==> src/rtl/rv151_bpd.sv <==
// Bimodal branch predictor: a table of 2-bit saturating counters indexed by PC,
// with a registered mispredict pulse and saturating branch/mispredict counters.
module rv151_bpd #(
    parameter int BPD_IDX_W = 5
) (
    input  logic        clk,
    input  logic        rst,
    input  logic        bpd_req_vld,
    input  logic [31:0] bpd_req_pc,
    output logic        bpd_pred_tk,
    input  logic        bpd_rsv_vld,
    input  logic [31:0] bpd_rsv_pc,
    input  logic        bpd_rsv_tk,
    input  logic        bpd_rsv_pd,
    output logic        bpd_mispred,
    output logic [31:0] bpd_cnt_bch,
    output logic [31:0] bpd_cnt_mis
);

    localparam int ENTRIES = 1 << BPD_IDX_W;

    logic [1:0]           bht_q [ENTRIES];
    logic [BPD_IDX_W-1:0] req_idx;
    logic [BPD_IDX_W-1:0] rsv_idx;
    logic [1:0]           rsv_cur;
    logic [1:0]           rsv_nxt;
    logic                 mis_now;
    logic                 mispred_q;
    logic [31:0]          cnt_bch_q;
    logic [31:0]          cnt_mis_q;

    assign req_idx = bpd_req_pc[BPD_IDX_W+1:2];
    assign rsv_idx = bpd_rsv_pc[BPD_IDX_W+1:2];

    // Prediction reads the stored value directly, so a same-cycle update is not bypassed.
    assign bpd_pred_tk = bpd_req_vld & bht_q[req_idx][1];

    assign rsv_cur = bht_q[rsv_idx];
    assign mis_now = bpd_rsv_vld & (bpd_rsv_tk ^ bpd_rsv_pd);

    always_comb begin
        rsv_nxt = rsv_cur;
        if (bpd_rsv_tk) begin
            if (rsv_cur != 2'b11) rsv_nxt = rsv_cur + 2'b01;
        end else begin
            if (rsv_cur != 2'b00) rsv_nxt = rsv_cur - 2'b01;
        end
    end

    always_ff @(posedge clk) begin
        if (rst) begin
            for (int i = 0; i < ENTRIES; i++) begin
                bht_q[i] <= 2'b01;
            end
        end else if (bpd_rsv_vld) begin
            bht_q[rsv_idx] <= rsv_nxt;
        end
    end

    // Statistics counters stick at all-ones rather than wrapping.
    always_ff @(posedge clk) begin
        if (rst) begin
            mispred_q <= 1'b0;
            cnt_bch_q <= '0;
            cnt_mis_q <= '0;
        end else begin
            mispred_q <= mis_now;
            if (bpd_rsv_vld && cnt_bch_q != 32'hFFFF_FFFF) cnt_bch_q <= cnt_bch_q + 32'd1;
            if (mis_now && cnt_mis_q != 32'hFFFF_FFFF) cnt_mis_q <= cnt_mis_q + 32'd1;
        end
    end

    assign bpd_mispred = mispred_q;
    assign bpd_cnt_bch = cnt_bch_q;
    assign bpd_cnt_mis = cnt_mis_q;

endmodule

==> config.mk <==
export PLATFORM = sky130hd
export DESIGN_NAME = rv151_bpd
export DESIGN_NICKNAME = d
export VERILOG_FILES = /design/src/rtl/rv151_bpd.sv
export SDC_FILE = /design/constraint.sdc
export NUM_CORES = 1
export LEC_CHECK = 0
export BUFFER_PORTS_ARGS = -buffer_cell sky130_fd_sc_hd__buf_4
export CAP_MARGIN = 10
export CORE_ASPECT_RATIO = 1.2
export CORE_UTILIZATION = 40
export DETAILED_ROUTE_END_ITERATION = 6
export MAX_ROUTING_LAYER = met4
export SETUP_SLACK_MARGIN = 0.2
export SLEW_MARGIN = 30
export SYNTH_ARGS = -nofsm -noshare
export SYNTH_HDL_FRONTEND = slang
export SYNTH_SLANG_ARGS = --single-unit
==> constraint.sdc <==
create_clock -name clk -period 6.5 [get_ports clk]
set_clock_uncertainty 0.15 [all_clocks]
set_input_delay 1.3 -clock clk [delete_from_list [all_inputs] [get_ports clk]]
set_output_delay 1.3 -clock clk [all_outputs]
set_load 0.1 [all_outputs]
# Word level (Yosys, flattened, before mapping)
# Memories as Yosys holds them, arrays and structs flattened.
# Cells that the tools add are included.
[classes]
add_sub_neg = 4
multipliers = 0
div = 0
order_cmp = 0
n_eq_ne = 3
shift = 0
n_mux = 11
bitwise = 3
n_reduce_logical = 4
[ops]
columns = ["operator", "count"]
rows = [
  ["adder 32 x 1 -> 32 bit (second input constant)", 2],
  ["!= test 32 bit (second input constant)", 2],
  ["two-way mux 2 bit", 4],
  ["two-way mux 1 bit", 6],
  ["two-way mux 5 bit", 1],
  ["adder 2 x 1 -> 2 bit (second input constant)", 1],
  ["AND 1 bit", 2],
  ["logical AND 1 bit", 2],
  ["!= test 2 bit (second input constant)", 1],
  ["nonzero test 2 bit", 1],
  ["OR reduction 2 bit", 1],
  ["subtractor 2 x 1 -> 2 bit (second input constant)", 1],
  ["XOR 1 bit", 1],
]
[word_totals]
reg_bits = 65
latchBits = 0
ram_bits = 64
romBits = 0
inputBits = 70
output_inout_bits = 66
word_cells = 29
mem_count = 1
[memory_table]
columns = ["memory", "depth", "width", "read_ports", "rd_clocked_by_memory_dff", "wr", "line_no", "text"]
rows = [
  ["bht_q", 32, 2, 2, 0, 32, "22", "logic [1:0] bht_q [ENTRIES];"],
]

# Longest topological paths before layout
[depth]
ltp_word = 5
ltp_mapped = 9
depth_no_buf = 7

# Worst setup path after synthesis
# OpenSTA, ideal clock, no wires.
[synth_timing]
path_type = "input-to-output"
start = "in bpd_req_pc[2]"
end = "out bpd_pred_tk"
arrival_ns = 3.642
required_ns = 5.050
path_slack_ns = 1.408
cell_stages = 5
n_path_buf = 1
cell_sequence = "clkbuf_1 -> mux4_2 -> mux4_2 -> mux2i_1 -> nor2b_1"
[synth_between]
elab_chain_cells = 2
[synth_lines]
columns = ["item", "line_no", "text"]
rows = [
  ["start: declaration", "9", "input logic [31:0] bpd_req_pc,"],
  ["memory (32 x 2 bit)", "--", ""],
  ["AND 1 bit", "36", "assign bpd_pred_tk = bpd_req_vld & bht_q[req_idx][1];"],
  ["end: declaration", "10", "output logic bpd_pred_tk,"],
]
# No other way between the ends.

# Final worst setup path
# Ends and elaborated chain as after synthesis.

==> out/qor.yml <==
status: "finished, final reports clean"
cp.arrival_ns: 2.97
gr-usage-all-layers_pct: 20.0
yosysSeqAreaShare_pct: 48.5
hold_viol: 0
slew_violations: 0
max_cap_viol_count: 0
ys_top_cells_by_count: "nor2_1 (85), dfxtp_1 (65), edfxtp_1 (64)"
post-route-min-period_ns: 4.42
via_per_inst: 5.51
holdCritPathClass: "reg2reg"
cts-htree-levels: 4
whs_ns: 0.357
grt_pass1_vias: 5026
cts_setup_buffers: 0
drtIter0Drc: 377
fill_cells: 1535
core_region_area_mm2: 0.0162
row_count: 51
avgSynthCellArea_um2: 9.72
ys_ff_latch: 129
pwr_density_cell_mw_per_mm2: 249
dp.cells: 935
start_util_pct: 41.0
grt_use_met2_pct: 32.4
fp.dieH_um: 143
io_buffers: 81
crit_type: "in2out"
synth_edf_count: 64
vias: 5333
synth-async-reset-ratio_pct: 0
first_pass_iters: 5
final_cells: 967
synthMostInstantiatedCell: "nor2_1"
p_sw_w: 0.000463
drive_above_1_share_pct: 19.5
ir_worst_vdd_v: 0.000187
ys_types: 50
power_frac_comb_pct: 8.1
grt_pass1_wl_um: 25700
synth_top_area_share_pct: 28.9
share_seq_of_total_power_pct: 44.1
synth_area_leaders: "edfxtp_1 (29%), dfxtp_1 (20%), nor2_1 (4.8%)"
die-area_mm2: 0.0171
end_kind: "output port"
netlist_instances: 683
register_area_mm2: 0.00322
period_share_pct: 68.1
multi_input_area_mm2: 0.00323
final.setup.tns_ns: 0
p_sw_share_pct: 23.3
hpwl_um: 10900
ys_warn_count: 0
synth_nets: 755
antenna_found_initial: 0
num_io_pins: 136
crit_fanout: 8
cts-root-buf: "clkbuf_16"
cts_made_buffers: 17
grt_max_degree: 100
cts_tree: "built"
max_freq_mhz: 226
drc: 0
cts_resized: 0
final_nets: 814
yosysTopAreaCell: "edfxtp_1"
grt_overflow: 0
maxSlewHeadroom_pct: 40.9
leakagePower_nw: 2.77
place.gp.congestion: 0.811
cts-hold-fix-buffers: 0
final_core_util_pct: 49.2
rsz0062_at_grt: "no"
grt.busiest_layer: "met2"
cts.sinks: 129
areaGrowthSynthToFinish_pct: 20.1
startpoint_type: "input pin"
met3_usage_pct: 5.55
clock_latency_ns: 0.42
final_antenna_net_count: 0
grt_use_met1_pct: 23.5
cp.required_ns: 5.05
pwr-share-clk_pct: 47.7
drt-total-wl_um: 16000
n_antenna_cell: 0
wire_per_inst_um: 16.6
die_w_um: 120
worst_pin_slew_ns: 0.885
synth_ff_type: "dfxtp_1"
clockBufferDepth: 2
finalSetupViolCount: 0
power.internal_w: 0.00152
syn_area_mm2: 0.00664
clkTransAtPathRegs_ns: 0.05
[placed cells by master (no fill, tap or decap), types with 22 or more instances in the layout]
master,instances
or3_1,22
dfxtp_1,65
o21ai_0,22
mux2i_1,26
xnor2_1,35
edfxtp_1,64
nand3_1,50
nand2_1,54
buf_4,84
nor3_1,37
nor2_1,85
[layer usage]
layer | up-vias | wire, µm
li1 | 2599 | -
met1 | 2573 | 6880
met2 | 140 | 7910
met3 | 21 | 965
met4 | 0 | 272
met5 | - | 0
[per-stage QoR]
stage / instance area, µm² / setup WS, ns / power [W]
final: 7980 / 2.08 / 0.00198
after global routing: 7980 / 2.02 / 0.00205
after CTS: 7960 / 2.06 / 0.00200
after detailed placement: 7370 / 2.05 / 0.00105
after global placement: 7370 / 2.07 / 0.00105
after floorplan: 6640 / 1.41 / 0.00101
[path summary, 6_finish.rpt]
kind | endpoint | slack, ns | startpoint | depth (start not counted)
setup / recovery | bpd_pred_tk | 2.08 | bpd_req_pc[2] | 6
hold / removal | bpd_cnt_bch[21] | 0.36 | bpd_cnt_bch[21] | 2
setup reg to reg | bht_q[11][1] | 3.64 | bht_q[20][1] | 6
hold reg to reg | bpd_cnt_bch[21] | 0.36 | bpd_cnt_bch[21] | 2
[flip-flops by register name (all words and copies together) (netlist names)]
signal	flops
bht_q	64
bpd_cnt_bch	32
bpd_cnt_mis	32
bpd_mispred	1
[final cells by class]
class | instances | share of cell area, %
sequential | 129 | 40.4
multi-input combinational | 501 | 40.4
clock buffer | 22 | 6.09
inverter | 8 | 0.376
clock inverter | 10 | 1.32
timing repair buffer | 85 | 8.05
tap | 212 | 3.32
[critical path: stages]
cell and delay [ns]:
buf_4 0.20, mux4_2 0.57, mux4_2 0.46, mux2i_1 0.15, nor2b_1 0.06, buf_4 0.23
[cells by family after synthesis]
group | after synthesis | share of synthesized area, %
multiplexers | 41 | 8.84
adder cells (fa/ha/maj) | 4 | 0.678
AO/OA/AOI/OAI | 68 | 6.37
AND/OR/NAND/NOR | 344 | 26.6
flip-flops | 129 | 48.5
XOR/XNOR | 44 | 5.80
buffers and inverters | 53 | 3.22
[power groups by stage]
stage                     Sequential [W]  Combinational (W)  Clock, W
after floorplan                 0.000907          0.0000990         0
after global placement          0.000891           0.000158         0
after detailed placement        0.000892           0.000161         0
after CTS                       0.000875           0.000162  0.000966
after global routing            0.000876           0.000172   0.00100
final                           0.000875           0.000162  0.000946
No activity file was read; power rests on OpenSTA's default activity.
